[src/rtl/axil_reg_rd_pipe.sv]
// AXI-Lite read channel to register bus bridge: one read in flight, per-read timeout, response FIFO.
// Optional AXIL_RD_TIMEOUT_SLVERR_EN: timed-out reads answer {0, SLVERR} instead of {reg_rd_data, OKAY}.
module axil_reg_rd_pipe #(
  parameter int DATA_WIDTH = 32,
  parameter int ADDR_WIDTH = 40,
  parameter int TIMEOUT    = 16,
  parameter int FIFO_DEPTH = 4
) (
  input  logic                  clk,
  input  logic                  rstn,
  input  logic [ADDR_WIDTH-1:0] s_axil_araddr,
  input  logic [2:0]            s_axil_arprot,
  input  logic                  s_axil_arvalid,
  output logic                  s_axil_arready,
  output logic [DATA_WIDTH-1:0] s_axil_rdata,
  output logic [1:0]            s_axil_rresp,
  output logic                  s_axil_rvalid,
  input  logic                  s_axil_rready,
  output logic [ADDR_WIDTH-1:0] reg_rd_addr,
  output logic                  reg_rd_en,
  input  logic [DATA_WIDTH-1:0] reg_rd_data,
  input  logic                  reg_rd_wait,
  input  logic                  reg_rd_ack,
  output logic                  rd_timeout
);

  localparam int CNT_W = $clog2(TIMEOUT);
  localparam int PTR_W = $clog2(FIFO_DEPTH);
  localparam logic [PTR_W:0] DEPTH_C   = (PTR_W+1)'(FIFO_DEPTH);
  localparam logic [CNT_W-1:0] CNT_INIT = CNT_W'(TIMEOUT - 1);

  localparam logic [0:0] ST_IDLE = 1'b0;
  localparam logic [0:0] ST_REQ  = 1'b1;

  logic [0:0]            state_reg;
  logic [CNT_W-1:0]      cnt_reg;
  logic [ADDR_WIDTH-1:0] addr_reg;

  logic [DATA_WIDTH-1:0] mem_data [FIFO_DEPTH];
  logic [1:0]            mem_resp [FIFO_DEPTH];
  logic [PTR_W-1:0]      wr_ptr_reg;
  logic [PTR_W-1:0]      rd_ptr_reg;
  logic [PTR_W:0]        count_reg;

  logic                  in_req;
  logic                  ar_fire;
  logic                  done_ack;
  logic                  done_to;
  logic                  push;
  logic                  pop;
  logic [DATA_WIDTH-1:0] push_data;
  logic [1:0]            push_resp;
  logic                  unused_arprot;

  assign unused_arprot = ^s_axil_arprot;

  assign in_req   = (state_reg == ST_REQ);
  assign done_ack = in_req && reg_rd_ack;
  assign done_to  = in_req && !reg_rd_ack && !reg_rd_wait && (cnt_reg == '0);
  assign push     = done_ack || done_to;

  // Gated by rstn so the master never sees ready while reset is held.
  assign s_axil_arready = rstn && (state_reg == ST_IDLE) && (count_reg < DEPTH_C);
  assign ar_fire        = s_axil_arvalid && s_axil_arready;

  assign s_axil_rvalid = (count_reg != '0);
  assign pop           = s_axil_rvalid && s_axil_rready;
  assign s_axil_rdata  = s_axil_rvalid ? mem_data[rd_ptr_reg] : '0;
  assign s_axil_rresp  = s_axil_rvalid ? mem_resp[rd_ptr_reg] : 2'b00;

  assign reg_rd_en   = in_req;
  assign reg_rd_addr = addr_reg;
  assign rd_timeout  = rstn && done_to;

`ifdef AXIL_RD_TIMEOUT_SLVERR_EN
  assign push_data = done_ack ? reg_rd_data : '0;
  assign push_resp = done_ack ? 2'b00 : 2'b10;
`else
  assign push_data = reg_rd_data;
  assign push_resp = 2'b00;
`endif

  always_ff @(posedge clk) begin
    if (!rstn) begin
      state_reg <= ST_IDLE;
      cnt_reg   <= '0;
      addr_reg  <= '0;
    end else begin
      case (state_reg)
        ST_IDLE: begin
          if (ar_fire) begin
            addr_reg  <= s_axil_araddr;
            cnt_reg   <= CNT_INIT;
            state_reg <= ST_REQ;
          end
        end
        default: begin
          // A completion always wins; otherwise only non-wait cycles consume budget.
          if (push) begin
            state_reg <= ST_IDLE;
          end else if (!reg_rd_wait) begin
            cnt_reg <= cnt_reg - 1'b1;
          end
        end
      endcase
    end
  end

  always_ff @(posedge clk) begin
    if (push) begin
      mem_data[wr_ptr_reg] <= push_data;
      mem_resp[wr_ptr_reg] <= push_resp;
    end
  end

  always_ff @(posedge clk) begin
    if (!rstn) begin
      wr_ptr_reg <= '0;
      rd_ptr_reg <= '0;
      count_reg  <= '0;
    end else begin
      if (push) wr_ptr_reg <= wr_ptr_reg + 1'b1;
      if (pop)  rd_ptr_reg <= rd_ptr_reg + 1'b1;
      case ({push, pop})
        2'b10:   count_reg <= count_reg + 1'b1;
        2'b01:   count_reg <= count_reg - 1'b1;
        default: count_reg <= count_reg;
      endcase
    end
  end

endmodule

[config.mk]
export PLATFORM = sky130hd
export DESIGN_NAME = axil_reg_rd_pipe
export DESIGN_NICKNAME = d
export VERILOG_FILES = /design/src/rtl/axil_reg_rd_pipe.sv
export SDC_FILE = /design/constraint.sdc
export NUM_CORES = 1
export LEC_CHECK = 0
export BUFFER_PORTS_ARGS = -buffer_cell sky130_fd_sc_hd__clkbuf_2
export CAP_MARGIN = 20
export CORE_MARGIN = 2
export CORE_UTILIZATION = 54
export DETAILED_ROUTE_END_ITERATION = 10
export PLACE_DENSITY_LB_ADDON = 0.12
export SYNTH_ARGS = -nofsm -noshare
export SYNTH_HDL_FRONTEND = slang
export SYNTH_SLANG_ARGS = --single-unit
[constraint.sdc]
create_clock -name clk -period 2.7 [get_ports clk]
set_input_delay 0.405 -clock clk [delete_from_list [all_inputs] [get_ports clk]]
set_output_delay 0.405 -clock clk [all_outputs]
set_load 0.005 [all_outputs]
# Word-level counts from Yosys, hierarchy flattened
# Memories as Yosys holds them, arrays and structs flattened. A register that Yosys moved wholly into a read port is not among the register bits.
# Cells that the tools add are included.
dict set report word_totals {
  reg_bits 52
  wordCells 50
  n_memories 1
  ram_bits 128
  inputBits 81
  out_inout_bits 78
}
dict set report classes {
  n_lt_le_gt_ge 1
  bitwise 1
  mux 14
  eq_ne 4
  n_addsub 5
  reduce_logical 18
}
# memory depth width rd rd_ports_with_merged_regs write_ports line
set mem_list {}
lappend mem_list {mem_data 4 32 1 1 1 39} ;# logic [DATA_WIDTH-1:0] mem_data [FIFO_DEPTH];
# op count
set op_table {}
lappend op_table {{two-way mux 32 bit} 1}
lappend op_table {{two-way mux 4 bit} 4}
lappend op_table {{logical AND 1 bit} 9}
lappend op_table {{two-way mux 2 bit} 3}
lappend op_table {{case mux 3 bit (2 select lines)} 1}
lappend op_table {{two-way mux 1 bit} 5}
lappend op_table {{adder 2 x 1 -> 2 bit (second input constant)} 2}
lappend op_table {{zero test 4 bit} 1}
lappend op_table {{!= test 2 bit (second input constant)} 2}
lappend op_table {{nonzero test 2 bit} 2}
lappend op_table {{subtractor 4 x 1 -> 4 bit (second input constant)} 1}
lappend op_table {{adder 3 x 1 -> 3 bit (second input constant)} 1}
lappend op_table {{< comparator 3 bit (second input constant)} 1}
lappend op_table {{AND reduction 3 bit} 1}
lappend op_table {{nonzero test 3 bit} 1}
lappend op_table {{subtractor 3 x 1 -> 3 bit (second input constant)} 1}
lappend op_table {{== test 2 x 1 -> 1 bit (second input constant)} 1}
lappend op_table {{== test 2 bit (second input constant)} 1}
lappend op_table {{zero test 1 bit} 2}
lappend op_table {{AND reduction 2 bit} 1}
lappend op_table {{logical OR 1 bit} 1}
lappend op_table {{inverter 1 bit} 1}

# Longest topological paths before layout
# Gate-level depths: netlist (run 1).
dict set report logic_depth {
  ltp_word 7
  ltp_mapped 11
  mapped_depth_nobuf 11
}

# Least setup slack after synthesis (run 1)
# OpenSTA, ideal clock, no wires.
dict set report synth_timing {
  path_type {flip-flop to flip-flop}
  from {register cnt_reg[0]}
  to {memory mem_data[0][0] (enable)}
  slack_ns 0.409
  period_less_slack_ns 2.291
  path_stages_with_launch 6
  setup_time_ns 0.392
  path_buffers 0
  arrival_time_ns 1.899
  required_ns 2.308
  cell_sequence {dfxtp_1 inv_1 ha_1 nor4b_2 o21a_1 and2_1}
}
dict set report synth_between {
  elab_chain_len 5
}
# element line
set synth_rtl {}
lappend synth_rtl {{start: declaration} 36} ;# logic [CNT_W-1:0] cnt_reg;
lappend synth_rtl {{start signal: assignment} 102} ;# cnt_reg <= cnt_reg - 1'b1;
lappend synth_rtl {{zero test 4 bit} 59} ;# assign done_to = in_req && !reg_rd_ack && !reg_rd_wait && (cnt_reg == '0);
lappend synth_rtl {{logical AND 1 bit} 59}
lappend synth_rtl {{logical OR 1 bit} 60} ;# assign push = done_ack || done_to;
lappend synth_rtl {{two-way mux 1 bit} 110} ;# if (push) begin
lappend synth_rtl {{two-way mux 1 bit} n/a}
lappend synth_rtl {{end: declaration} 39}
# Every way passes these cells.

==> results of run 1 <==
## worst max path at each step
| stage | endpoint | slack [ns] |
|---|---|---|
| after floorplan | mem_data[0][0] | 0.41 |
| after global placement | count_reg[2] | 0.34 |
| after detailed placement | count_reg[2] | 0.28 |
| after CTS | s_axil_rdata[31] | 0.16 |
| after global routing | count_reg[2] | 0.02 |
| final | s_axil_rdata[31] | 0.22 |
## kinds of logic after synthesis
logic type / after synthesis
flip-flops: 182
adder cells (fa/ha/maj): 8
other: 1
multiplexers: 34
buffers and inverters: 42
AO/OA/AOI/OAI: 57
AND/OR/NAND/NOR: 145
XOR/XNOR: 4
## layout by cell type, fill, tap and decap left out, drive strengths merged, types with 8 or more instances in the layout
cell type,instances
nor2,8
edfxtp,128
a21oi,42
nor2b,32
inv,12
clkbuf,170
buf,14
dfxtp,54
mux4,32
nand2,80
## per-layer routing
layer / track usage [%] / vias up
met4: 7.530 / 0
met2: 33.27 / 140
met1: 24.98 / 2066
met5: 0 / -
li1: - / 2052
met3: 5.550 / 13
## stage by stage
stage	std cells	util (%)	setup WS (ns)	power, uW	instance area, sq um
after floorplan	474	-	0.4092	3658	7042
after global placement	783	63.90	0.3421	4004	8097
after detailed placement	783	63.90	0.2759	4028	8097
after CTS	815	69.28	0.1596	6815	8778
after global routing	815	69.28	0.01505	7012	8778
final	815	69.28	0.2242	6741	8778
## power groups by stage
stage	combinational (uW)	clock, uW	sequential (uW)
2_1_floorplan	498	0	3160
3_3_place_gp	818	0	3190
3_5_place_dp	835	0	3190
4_1_cts	838	2840	3130
5_1_grt	904	2970	3140
6_report	815	2800	3130
## worst register-to-register path: stages, from the launching register on
cell     delay (ns)
dfxtp_1        0.37
inv_1          0.08
ha_1           0.21
nor4b_2        0.20
o21a_1         0.22
inv_1          0.07
ha_1           0.18
inv_1          0.06
fa_1           0.37
xor2_1         0.16
or3_1          0.31
a21oi_1        0.15
## cell type report
class	instances	area share, %
clock inverters	15	2.922
repair buffers	167	10.78
well taps	172	2.452
clock buffers	17	4.846
inverters	12	0.5131
multi-input cells	250	22.36
flip-flops and latches	182	56.13
==> results.toml, run 1 <==
[placed_design]
place_congestion = 0.7549
io_buffers = 153
hpwl_mm = 8.526

[synthesis]
synthSimpleGateAreaFrac_pct = 10.15
ys_types = 42
async_flop_share_pct = 0
synth_common_cells = "128 x edfxtp_1, 80 x nand2_1, 54 x dfxtp_1"
syn_area_per_cell_sq_um = 14.88
ys.flop_type = "edfxtp_1"
synth_top_area_share_pct = 54.61
synthMuxAreaShare_pct = 10.56
synth-adder-area-share_pct = 1.529
synthXorXnorAreaFrac_pct = 0.4978
ys_ff_latch = 182
synth_area_leaders = "edfxtp_1 55%, dfxtp_1 15%, mux4_2 10%, nand2_1 4.3%, a21oi_1 3.0%"
synth_edf_count = 128
synth_most_common_cell = "edfxtp_1"
synth_top_cell_by_area = "edfxtp_1"
synth_warnings = 0
syn-cell-area_sq_mm = 0.007038
synth_cells = 473
synth_top_family_by_area = "multiplexers"
synth-compound-area-share_pct = 4.693
yosysSeqAreaShare_pct = 69.97

[layout]
largest_reg_flops = 128
multi_input_area_sq_mm = 0.001963
diodes = 0
nets = 719
fillCellCount = 914
area_delta_synth_final_pct = 24.73
drive_above_1_share_pct = 37.48
seq_area_sq_mm = 0.004927

[timing]
hold_ws_ns = 0.1996
tns_ns = 0
max_freq_mhz = 403.9
finalHoldViolCount = 0
fin_worst_skew_ns = 0.004846
slew_headroom_pct = 64.05
period_share_pct = 91.70
setup_viol = 0
fin_crit_ns = 2.476
rsz0062_at_grt = "no"
drv_slew = 0
max_slew.worst_pin.slew_ns = 0.5385

[critical_path]
r2r-end = "count_reg[2]"
path_delay_family = "flip-flops"
critPathKind = "register to output port"
critical_path.max_stage_delay_ns = 0.57
critPathLaunchType = "register"
cp.required_ns = 2.30
cp_cell_sequence = "buf_4 > mux4_2 > nor2b_1 > clkbuf_2"
worstPathArrival_ns = 2.07
critPathBufInv = 2
critPathMaxFanout = 9
worstRegToRegCells = 11
rr_startpoint = "cnt_reg[0]"
cp_num_cells = 4
crit_path_top_delay_cell = "dfxtp_2"
r2r_slack_ns = 0.25
cp-end-kind = "output port"

[drt]
first_pass_iters = 4
routed_wirelength_mm = 13.15
vias = 4271
met3_length_um = 823
wl_met2_mm = 6.760
drc = 0
routed_via_density = 5.240
drt-met1-wl_mm = 5.427
wl_per_cell_um = 16.13
ant_nets = 0
top_layer_used = "met4"
drtIter0Drc = 207

[clocking]
cts_root_buffer = "clkbuf_16"
cts.sinks = 182
postCtsSetupRepairBufs = 0
clk_latency_ns = 0.42
ctsHoldBuffers = 0
clk_pin_slew_ns = 0.07
cts_resized = 0
clockBufferDepth = 2
cts_buffers = 17
cts_tree = "done"
cts-htree-levels = 4

[global_routing]
grt_pass1_wl_mm = 21.67
grt_pass1_vias = 4356
antenna_found_initial = 0
grt_util_all_layers_pct = 19.97
grt_max_degree = 42
overflow = 0

[die]
start_util_pct = 55.54
die_x_um = 118.2
placementRows = 41
boundaryPins = 159
die_y_um = 118.2
core_area_sq_mm = 0.01267
die-area_sq_mm = 0.01396

[hold_path]
min_from = "s_axil_araddr[18]"
hold_path.class = "input pin to register"
hold-path-endpoint = "reg_rd_addr[18]"
min_path_cells = 3

[job]
drv_cap = 0

[pwr]
cellLeakagePower_uw = 0.003242
irDropWorstVdd_mv = 0.4335
power_frac_comb_pct = 12.1
p_clk_share_pct = 41.5
p_int_uw = 5299
p_seq_share_pct = 46.4
switching_share_pct = 21.40
switchingPower_uw = 1442
p_per_area_mw_per_mm2 = 767.9

[run_status]
status = "finished clean"
Note: power is estimated with default switching activity, not from simulation.
==> run 2, diff against run 1 <==
REMOVE_ABC_BUFFERS = 1   (was not set)
==> run 2 against run 1 <==
  * Sequential share of layout area rose by 1.0 points
  * Power fell by 7.4%
  * Die area did not move
  * Largest cell class unchanged
  * Largest power group unchanged
  * Global-route usage rose by 0.36 points
  * Final cell count fell by 0.37%
  * Clock skew rose by 0.0025 ns
  * Design area fell by 1.8%
  * Combinational power barely moved
  * Count of clock-buffer cells in the layout rose by 4
  * Via count fell by 1.1%
==> results.toml, run 2 (synthesis gave the netlist of run 1 again) <==
[clocking]
ctsHoldBuffers = 0
clk_latency_ns = 0.42
postCtsSetupRepairBufs = 0
cts_tree = "done"
cts_resized = 0
clockBufferDepth = 2
cts-htree-levels = 4
clk_pin_slew_ns = 0.06
cts_buffers = 17
cts.sinks = 182
cts_root_buffer = "clkbuf_16"

[drt]
vias = 4224
drtIter0Drc = 265
routed_via_density = 5.202
routed_wirelength_mm = 13.30
wl_per_cell_um = 16.37
first_pass_iters = 4
drc = 0
ant_nets = 0

[hold_path]
hold_path.class = "input pin to register"

[layout]
layout.cells.non_filler = 812
final_cell_mix = "153 x clkbuf_2, 128 x edfxtp_1, 80 x nand2_1"
fillCellCount = 946
diodes = 0
largest_reg_flops = 128
final_common_cell = "clkbuf_2"
area_delta_synth_final_pct = 22.51
multi_input_area_sq_mm = 0.001963
nets = 716
drive_above_1_share_pct = 36.56
final_area_sq_mm = 0.008622
final_util_pct = 68.05
seq_area_sq_mm = 0.004927

[placed_design]
place_congestion = 0.7705
io_buffers = 153
hpwl_mm = 8.431
dp_cells = 780
placed_area_sq_mm = 0.008074

[timing]
slew_headroom_pct = 65.30
drv_slew = 0
max_freq_mhz = 412.1
fin_crit_ns = 2.426
max_slew.worst_pin.slew_ns = 0.5198
hold_ws_ns = 0.1982
fin_worst_skew_ns = 0.007331
period_share_pct = 89.86
setup_viol = 0
finalHoldViolCount = 0
rsz0062_at_grt = "no"

[global_routing]
use_met2_pct = 34.14
overflow = 0
grt_max_degree = 42
use_met1_pct = 24.78
busiest_layer = "met2"
grt_util_all_layers_pct = 20.33
grt_pass1_wl_mm = 21.69
antenna_found_initial = 0
grt_use_met3_pct = 6.226
grt_pass1_vias = 4335

[job]
drv_cap = 0

[run_status]
status = "finished clean"

[critical_path]
cp_cell_sequence = "inv_1 > ha_1 > nor4b_2 > o21a_1 > inv_1 > ha_1 > inv_1 > fa_1 > xor2_1 > or3_1 > a21oi_1"
cp-end-kind = "register"
crit_path_top_delay_cell = "fa_1"
crit_top_cell = "inv_1"
critPathLaunchType = "register"
critical_path.max_stage_delay_ns = 0.38
critPathKind = "register to register"
critPathBufInv = 3
critPathMaxFanout = 5
worstPathArrival_ns = 2.77
cp.required_ns = 3.05
path_delay_family = "adder cells"

[pwr]
p_per_area_mw_per_mm2 = 723.8
cellLeakagePower_uw = 0.003156
irDropWorstVdd_mv = 0.4887

[die]
die_x_um = 118.2
placementRows = 41
core_area_sq_mm = 0.01267
die-area_sq_mm = 0.01396
boundaryPins = 159
start_util_pct = 55.54
die_y_um = 118.2
## run 2: layout make-up
| cell class | count | area share [%] |
|---|---|---|
| repair buffers | 164 | 10.71 |
| clock inverters | 11 | 1.248 |
| multi-input cells | 250 | 22.77 |
| well taps | 172 | 2.496 |
| clock buffers | 21 | 5.108 |
| inverters | 12 | 0.5224 |
| flip-flops and latches | 182 | 57.15 |
## run 2: per-layer routing
layer,share of wire [%],up-vias
met5,0,-
met4,1.6,0
met3,7.3,20
met2,50,160
met1,41,2000
li1,-,2044
## run 2: path summary, 6_finish.rpt
kind                        start               to  slack, ns  depth (start not counted)
setup / recovery       cnt_reg[0]     count_reg[2]       0.27                         11
hold reg to reg    reg_rd_addr[9]   reg_rd_addr[9]       0.45                          2
setup reg to reg       cnt_reg[0]     count_reg[2]       0.27                         11
hold / removal    reg_rd_data[21]  mem_data[1][21]       0.20                          1
## run 2: metrics by stage
step	setup slack [ns]	total power, uW	TNS [ns]
after floorplan	-1.169	3638	-43.59
after global placement	0.3628	3984	0
after detailed placement	0.3034	4008	0
after CTS	0.2696	6297	0
after global routing	0.1053	6498	0
final	0.2737	6241	0
## run 2: power by group
group          internal (uW)  switching (uW)  total, uW
combinational            403             415        818
clock                   1350             961       2310
sequential              3060            52.0       3110
total                   4810            1430       6240
